<file path="src/rtl/sync_fifo_ctl.sv">
// Single-clock FIFO controller: binary wrap-bit pointers, occupancy count, watermarks,
// standard or first-word-fall-through read port, and sticky overflow/underflow flags.
module sync_fifo_ctl #(
    parameter int FIFO_SIZE  = 32,
    parameter int LOGIC_SIZE = 8,
    parameter int FWFT       = 0,
    parameter int AF_THRESH  = 28,
    parameter int AE_THRESH  = 4
) (
    input  logic                          i_clk,
    input  logic                          i_rst,
    input  logic                          i_wr,
    input  logic [LOGIC_SIZE-1:0]         i_wdata,
    output logic                          o_wfull,
    output logic                          o_walmost_full,
    input  logic                          i_rr,
    output logic [LOGIC_SIZE-1:0]         o_rdata,
    output logic                          o_rempty,
    output logic                          o_ralmost_empty,
    output logic [$clog2(FIFO_SIZE):0]    o_count,
    output logic                          o_overflow,
    output logic                          o_underflow,
    input  logic                          i_clr_err
);

    localparam int AW = $clog2(FIFO_SIZE);
    localparam int PW = AW + 1;
    localparam logic [PW-1:0] AF_LVL = PW'(AF_THRESH);
    localparam logic [PW-1:0] AE_LVL = PW'(AE_THRESH);

    // Handshake: a write is taken on an edge where i_wr is high and o_wfull is low; a read
    // is taken where i_rr is high and o_rempty is low. Requests against a blocking flag are
    // dropped (no pointer or storage change) and raise the matching sticky error flag.

    logic [LOGIC_SIZE-1:0] r_mem [FIFO_SIZE];
    logic [PW-1:0]         r_wptr;
    logic [PW-1:0]         r_rptr;
    logic                  r_overflow;
    logic                  r_underflow;

    logic [PW-1:0]         w_count;
    logic                  w_empty;
    logic                  w_full;
    logic                  w_wr_acc;
    logic                  w_rd_acc;
    logic [AW-1:0]         w_waddr;
    logic [AW-1:0]         w_raddr;

    // Flags derive only from registered pointers, so they move solely on edges or reset.
    assign w_waddr  = r_wptr[AW-1:0];
    assign w_raddr  = r_rptr[AW-1:0];
    assign w_count  = r_wptr - r_rptr;
    assign w_empty  = (r_wptr == r_rptr);
    assign w_full   = (w_waddr == w_raddr) && (r_wptr[AW] != r_rptr[AW]);
    assign w_wr_acc = i_wr && !w_full;
    assign w_rd_acc = i_rr && !w_empty;

    assign o_count         = w_count;
    assign o_rempty        = w_empty;
    assign o_wfull         = w_full;
    assign o_walmost_full  = (w_count >= AF_LVL);
    assign o_ralmost_empty = (w_count <= AE_LVL);
    assign o_overflow      = r_overflow;
    assign o_underflow     = r_underflow;

    always_ff @(posedge i_clk) begin
        if (w_wr_acc) begin
            r_mem[w_waddr] <= i_wdata;
        end
    end

    always_ff @(posedge i_clk or posedge i_rst) begin
        if (i_rst) begin
            r_wptr <= '0;
            r_rptr <= '0;
        end else begin
            if (w_wr_acc) begin
                r_wptr <= r_wptr + 1'b1;
            end
            if (w_rd_acc) begin
                r_rptr <= r_rptr + 1'b1;
            end
        end
    end

    // A new error on the same edge as i_clr_err keeps the flag set.
    always_ff @(posedge i_clk or posedge i_rst) begin
        if (i_rst) begin
            r_overflow  <= 1'b0;
            r_underflow <= 1'b0;
        end else begin
            r_overflow  <= (i_wr && w_full)  || (r_overflow  && !i_clr_err);
            r_underflow <= (i_rr && w_empty) || (r_underflow && !i_clr_err);
        end
    end

    generate
        if (FWFT != 0) begin : g_fwft
            assign o_rdata = w_empty ? '0 : r_mem[w_raddr];
        end else begin : g_std
            logic [LOGIC_SIZE-1:0] r_rdata;
            always_ff @(posedge i_clk or posedge i_rst) begin
                if (i_rst) begin
                    r_rdata <= '0;
                end else if (w_rd_acc) begin
                    r_rdata <= r_mem[w_raddr];
                end
            end
            assign o_rdata = r_rdata;
        end
    endgenerate

endmodule

</file>
<file path="config.mk">
export PLATFORM = sky130hd
export DESIGN_NAME = sync_fifo_ctl
export DESIGN_NICKNAME = d
export VERILOG_FILES = /design/src/rtl/sync_fifo_ctl.sv
export SDC_FILE = /design/constraint.sdc
export NUM_CORES = 1
export LEC_CHECK = 0
export BUFFER_PORTS_ARGS = -buffer_cell sky130_fd_sc_hd__buf_2
export CAP_MARGIN = 20
export CORE_MARGIN = 2
export CORE_UTILIZATION = 65
export CTS_CLUSTER_DIAMETER = 120
export DETAILED_ROUTE_END_ITERATION = 8
export HOLD_SLACK_MARGIN = 0.02
export PLACE_DENSITY_LB_ADDON = 0.15
export SYNTH_ARGS = -nofsm -noshare
export SYNTH_HDL_FRONTEND = slang
export SYNTH_SLANG_ARGS = --single-unit
</file>
<file path="constraint.sdc">
create_clock -name i_clk -period 7.27 [get_ports i_clk]
set_input_delay 1.454 -clock i_clk [delete_from_list [all_inputs] [get_ports i_clk]]
set_output_delay 1.454 -clock i_clk [all_outputs]
set_load 0.01 [all_outputs]
</file>
**After elaboration in Yosys (flattened, before gate mapping)**

Memory sizes are Yosys's and may differ from the RTL's. A register that Yosys moved wholly into a read port is not among the register bits.
Index checks and enable logic that the tools add are counted.

- Eq/ne operators: 3
- Magnitude comparators: 2
- Multipliers: 0
- Shift operators: 0
- Div/mod/pow operators: 0
- Bitwise operators: 0
- Multiplexer cells: 2
- $add $sub $neg: 3
- Reductions and logical operators: 12

Operator list:

| cell | count |
|---|---|
| $add 6x1->6 const B | 2 |
| $logic_and 1x1->1 | 7 |
| $eq 6x6->1 | 1 |
| $ge 6x5->1 const B | 1 |
| $le 6x3->1 const B | 1 |
| $sub 6x6->6 | 1 |
| $eq 5x5->1 | 1 |
| $logic_not 1->1 | 3 |
| $logic_or 1x1->1 | 2 |
| $mux 1 | 2 |
| $ne 1x1->1 | 1 |

- Memory bits (read-only): 0
- Memories: 1
- Flip-flop bits (word level): 14
- Input bits: 13
- RAM bits: 256
- Logic and storage cells: 27
- Bits in latches: 0
- Output and inout bits: 20

Memories:

| name | words | width | read ports | clocked after memory_dff | wr ports | line | RTL |
|---|---|---|---|---|---|---|---|
| r_mem | 32 | 8 | 1 | 1 | 1 | 35 | `logic [LOGIC_SIZE-1:0] r_mem [FIFO_SIZE];` |

**Logic depth before layout (Yosys ltp)**

- Depth in word-level cells: 6
- Mapped depth: 12
- Depth with buffers taken out: 8

**Least setup slack after synthesis**

No wires, ideal clock.

- Path kind: flip-flop to output port
- From: register r_rptr[2]
- To: output port o_ralmost_empty
- Cell stages (with the launch flop): 11
- Path buffers: 3
- Arrival: 2.585 ns
- Slack: 3.231 ns
- Cells stage by stage: dfrtp_1 -> buf_6 -> buf_4 -> inv_2 -> clkbuf_1 -> ha_1 -> o21ai_0 -> a21boi_0 -> o211ai_1 -> nand3_1 -> a2111oi_0

- Longest elaborated chain between the ends: 2

Ends and longest elaborated chain:

| what | line | RTL |
|---|---|---|
| start: declaration | 37 | `logic [PW-1:0] r_rptr;` |
| start signal: assignment | 81 | `r_rptr <= r_rptr + 1'b1;` |
| $sub 6x6->6 | 52 | `assign w_count = r_wptr - r_rptr;` |
| via o_count[5] | 20 | `output logic [$clog2(FIFO_SIZE):0] o_count,` |
| $le 6x3->1 | 62 | `assign o_ralmost_empty = (w_count <= AE_LVL);` |
| end: declaration | 19 | `output logic o_ralmost_empty,` |

The timed path passes the listed nets, and every way through them passes these cells.

**Worst setup path in the final report**

- From: register r_rptr[2]
- To: output port o_ralmost_empty

- Longest elaborated chain between the ends: 2

Ends and longest elaborated chain:

| what | line |
|---|---|
| $sub 6x6->6 | 52 |
| $le 6x3->1 | 62 |

No other way between the ends.

==> impl_metrics.py <==
metrics = {
    "die": {
        "die_area_um2": 18430,
        "die-height_um": 135.8,
        "num_rows": 48,
        "start_util_pct": 65.93,
        "ios": 33,
        "die_w_um": 135.8,
        "fp.coreArea_um2": 17120,
    },
    "sta": {
        "timing.final.crit_period_ns": 5.087,
        "hold_viol_final": 0,
        "rsz0062_at_grt": "no",
        "timing.fmax_mhz": 196.6,
        "post-route-period-util_pct": 69.97,
        "worst_pin_slew_ns": 0.9582,
        "setup-tns-final_ns": 0,
        "max_slew_margin_pct": 36.12,
        "finalSetupViolCount": 0,
        "slew_viol_final": 0,
        "clock_skew_ns": 0.008380,
    },
    "setup_path": {
        "slowest_delay_ns": 0.65,
        "r2r_slack_ns": 2.85,
        "required_ns": 5.82,
        "crit_path_top_delay_cell": "buf_4",
        "startpoint": "r_rptr[2]",
        "crit_fanout": 63,
        "reg2reg_to": "r_mem[13][2]",
        "crit_arrival_ns": 3.63,
        "timing.rr.start": "r_rptr[2]",
        "cp-endpoint": "o_ralmost_empty",
        "crit_family": "buffers and inverters",
        "ff2ff_path_depth": 8,
        "worstPathCellList": "buf_4, inv_2, ha_1, o21ai_0, a21boi_0, or4_1, nand3_1, a2111oi_0, buf_2",
        "start_kind": "flip-flop",
        "critical_path_depth": 9,
        "crit_path_end_kind": "output pin",
        "critPathKind": "reg -> out",
        "crit_buf_inv": 3,
    },
    "clock_network": {
        "hold_buffers": 0,
        "post_cts_buffers": 0,
        "clkTransAtPathRegs_ns": 0.06,
        "htree_levels": 1,
        "cts_tree": "yes",
        "post_cts_resized": 0,
        "clk_latency_ns": 0.52,
        "clock_sinks": 278,
        "cts_root_buf": "clkbuf_16",
        "numCtsBuffers": 26,
        "cts_buffer_depth": 3,
    },
    "grt": {
        "grt-busiest-layer": "met2",
        "antenna_found_initial": 0,
        "grt_start_max_net_pins": 64,
        "track_usage_pct": 25.89,
        "overflow": 0,
        "grt_pass1_vias": 5845,
        "grt_util_met2_pct": 41.81,
        "grt_util_met3_pct": 4.751,
        "grt_use_met1_pct": 36.04,
        "grt_pass1_wl_mm": 34.34,
    },
    "final_layout": {
        "layout.nets": 678,
        "diodes": 0,
        "final_cell_mix": "edfxtp_1 (256), nor2_1 (54), nand2_1 (47), mux4_2 (36), buf_2 (32)",
        "final_common_cell": "edfxtp_1",
        "area_growth_pct": 10.18,
        "drive_gt1_share_pct": 18.45,
    },
    "routing": {
        "firstDrtPassIters": 5,
        "ant_nets": 0,
        "drt_first_iter_violations": 554,
        "vias": 5862,
        "avgViaCountPerCell": 6.535,
        "drt-wirelength-per-cell_um": 25.65,
        "drcViolationCount": 0,
        "routed_wl_mm": 23.00,
    },
    "logic_synthesis": {
        "async_flop_share_pct": 7.914,
        "synth_area_per_cell_um2": 18.23,
        "synthesis.area_um2": 11280,
        "syn_nets": 643,
        "ys_ff_latch": 278,
        "synth_top_flop_cell": "edfxtp_1",
        "yosysUniqueCellTypes": 50,
        "yosysSeqAreaShare_pct": 73.00,
        "yosysWarnings": 0,
        "synth_edf_count": 256,
        "synth_cells": 619,
    },
    "placed_design": {
        "io_buffers": 32,
        "dp_hpwl_mm": 13.72,
        "gp_congestion": 0.9394,
    },
    "outcome": {
        "outcome": "finished clean",
    },
    "power_and_ir_drop": {
        "power_mw": 4.950,
        "power.leakage_nw": 4.209,
        "peakVddDrop_mv": 0.6245,
        "power_density_nw_per_um2": 398.1,
    },
    "worst_hold_path": {
        "hp-class": "reg -> reg",
    },
    "run": {
        "cap_violations": 0,
    },
}
-- per-layer routing --
| layer | up-vias | share of wire, % |
|---|---|---|
| met2 | 310 | 48 |
| met1 | 2972 | 39 |
| met4 | 0 | 4.0 |
| met5 | - | 0 |
| met3 | 68 | 8.5 |
| li1 | 2512 | - |
-- where the power goes --
part | switching, mW | internal, mW
sequential | 0.113 | 1.90
combinational | 0.934 | 0.638
clock | 0.551 | 0.815
total | 1.60 | 3.35
-- cell families after synthesis --
| family | after synthesis | synth area share [%] |
|---|---|---|
| xor+xnor | 13 | 1.009 |
| mux | 81 | 13.78 |
| flops | 278 | 73.00 |
| buf+inv | 41 | 2.073 |
| fa+ha+maj | 11 | 1.286 |
| compound gates | 50 | 3.094 |
| simple gates | 145 | 5.754 |
-- worst min-delay path by stage --
stage	from	endpoint	slack, ns	cells past startpoint
after detailed placement	r_rptr[5]	r_rptr[5]	0.48	1
after CTS	r_rptr[5]	r_rptr[5]	0.50	1
after floorplan	r_wptr[5]	r_wptr[5]	0.46	1
after global routing	r_wptr[5]	r_wptr[5]	0.51	1
after global placement	r_rptr[5]	r_rptr[5]	0.48	1
final	r_rptr[5]	r_rptr[5]	0.50	1
-- stage by stage --
step	setup slack [ns]	hold WS, ns	cells	util, %	area (µm²)
2_1_floorplan	3.231	0.4604	619	-	11280
5_1_grt	1.949	0.5114	897	72.64	12430
3_3_place_gp	2.936	0.4825	851	67.58	11570
6_report	2.183	0.4955	897	72.64	12430
4_1_cts	2.214	0.4954	897	72.64	12430
3_5_place_dp	2.765	0.4825	851	67.58	11570
-- final cells by class --
| class | count | area (µm²) |
|---|---|---|
| Clock buffer | 37 | 743.2 |
| Sequential cell | 278 | 8242 |
| Inverter | 13 | 48.80 |
| Multi-Input combinational cell | 300 | 2813 |
| Tap cell | 225 | 281.5 |
| Timing Repair Buffer | 35 | 182.7 |
| Clock inverter | 9 | 122.6 |
| Fill cell | 1031 | 4683 |
-- state kept, by name (all words and copies together), names as in the netlist --
name and flops:
o_rdata 8, o_underflow 1, r_mem 256, r_wptr 6
r_rptr 6, o_overflow 1
-- Yosys cell counts (2+ instances only) --
| library cell | n | area share, % |
|---|---|---|
| dfrtp_1 | 22 | 4.9 |
| or3_1 | 3 | 0.17 |
| edfxtp_1 | 256 | 68 |
| nor2_1 | 54 | 1.8 |
| buf_1 | 2 | 0.067 |
| nor3_1 | 15 | 0.67 |
| ha_1 | 10 | 1.1 |
| a221oi_1 | 7 | 0.54 |
| nand3_1 | 2 | 0.089 |
| or3b_2 | 2 | 0.16 |
| mux2i_1 | 26 | 2.3 |
| buf_4 | 8 | 0.53 |
| buf_6 | 3 | 0.30 |
| or4_1 | 2 | 0.13 |
| or2_2 | 2 | 0.11 |
| inv_1 | 12 | 0.40 |
| nor2b_1 | 4 | 0.22 |
| nand2_1 | 47 | 1.6 |
| mux4_2 | 36 | 7.2 |
| mux4_1 | 18 | 4.2 |
| xor2_1 | 3 | 0.23 |
| nand4_1 | 2 | 0.11 |
| buf_2 | 9 | 0.40 |
| clkbuf_1 | 5 | 0.17 |
| nand2b_1 | 7 | 0.39 |
| xnor2_1 | 10 | 0.78 |
| a21oi_1 | 16 | 0.71 |
| o21ai_0 | 6 | 0.27 |
| a211oi_1 | 9 | 0.60 |
(Power assumes the default switching activity.)
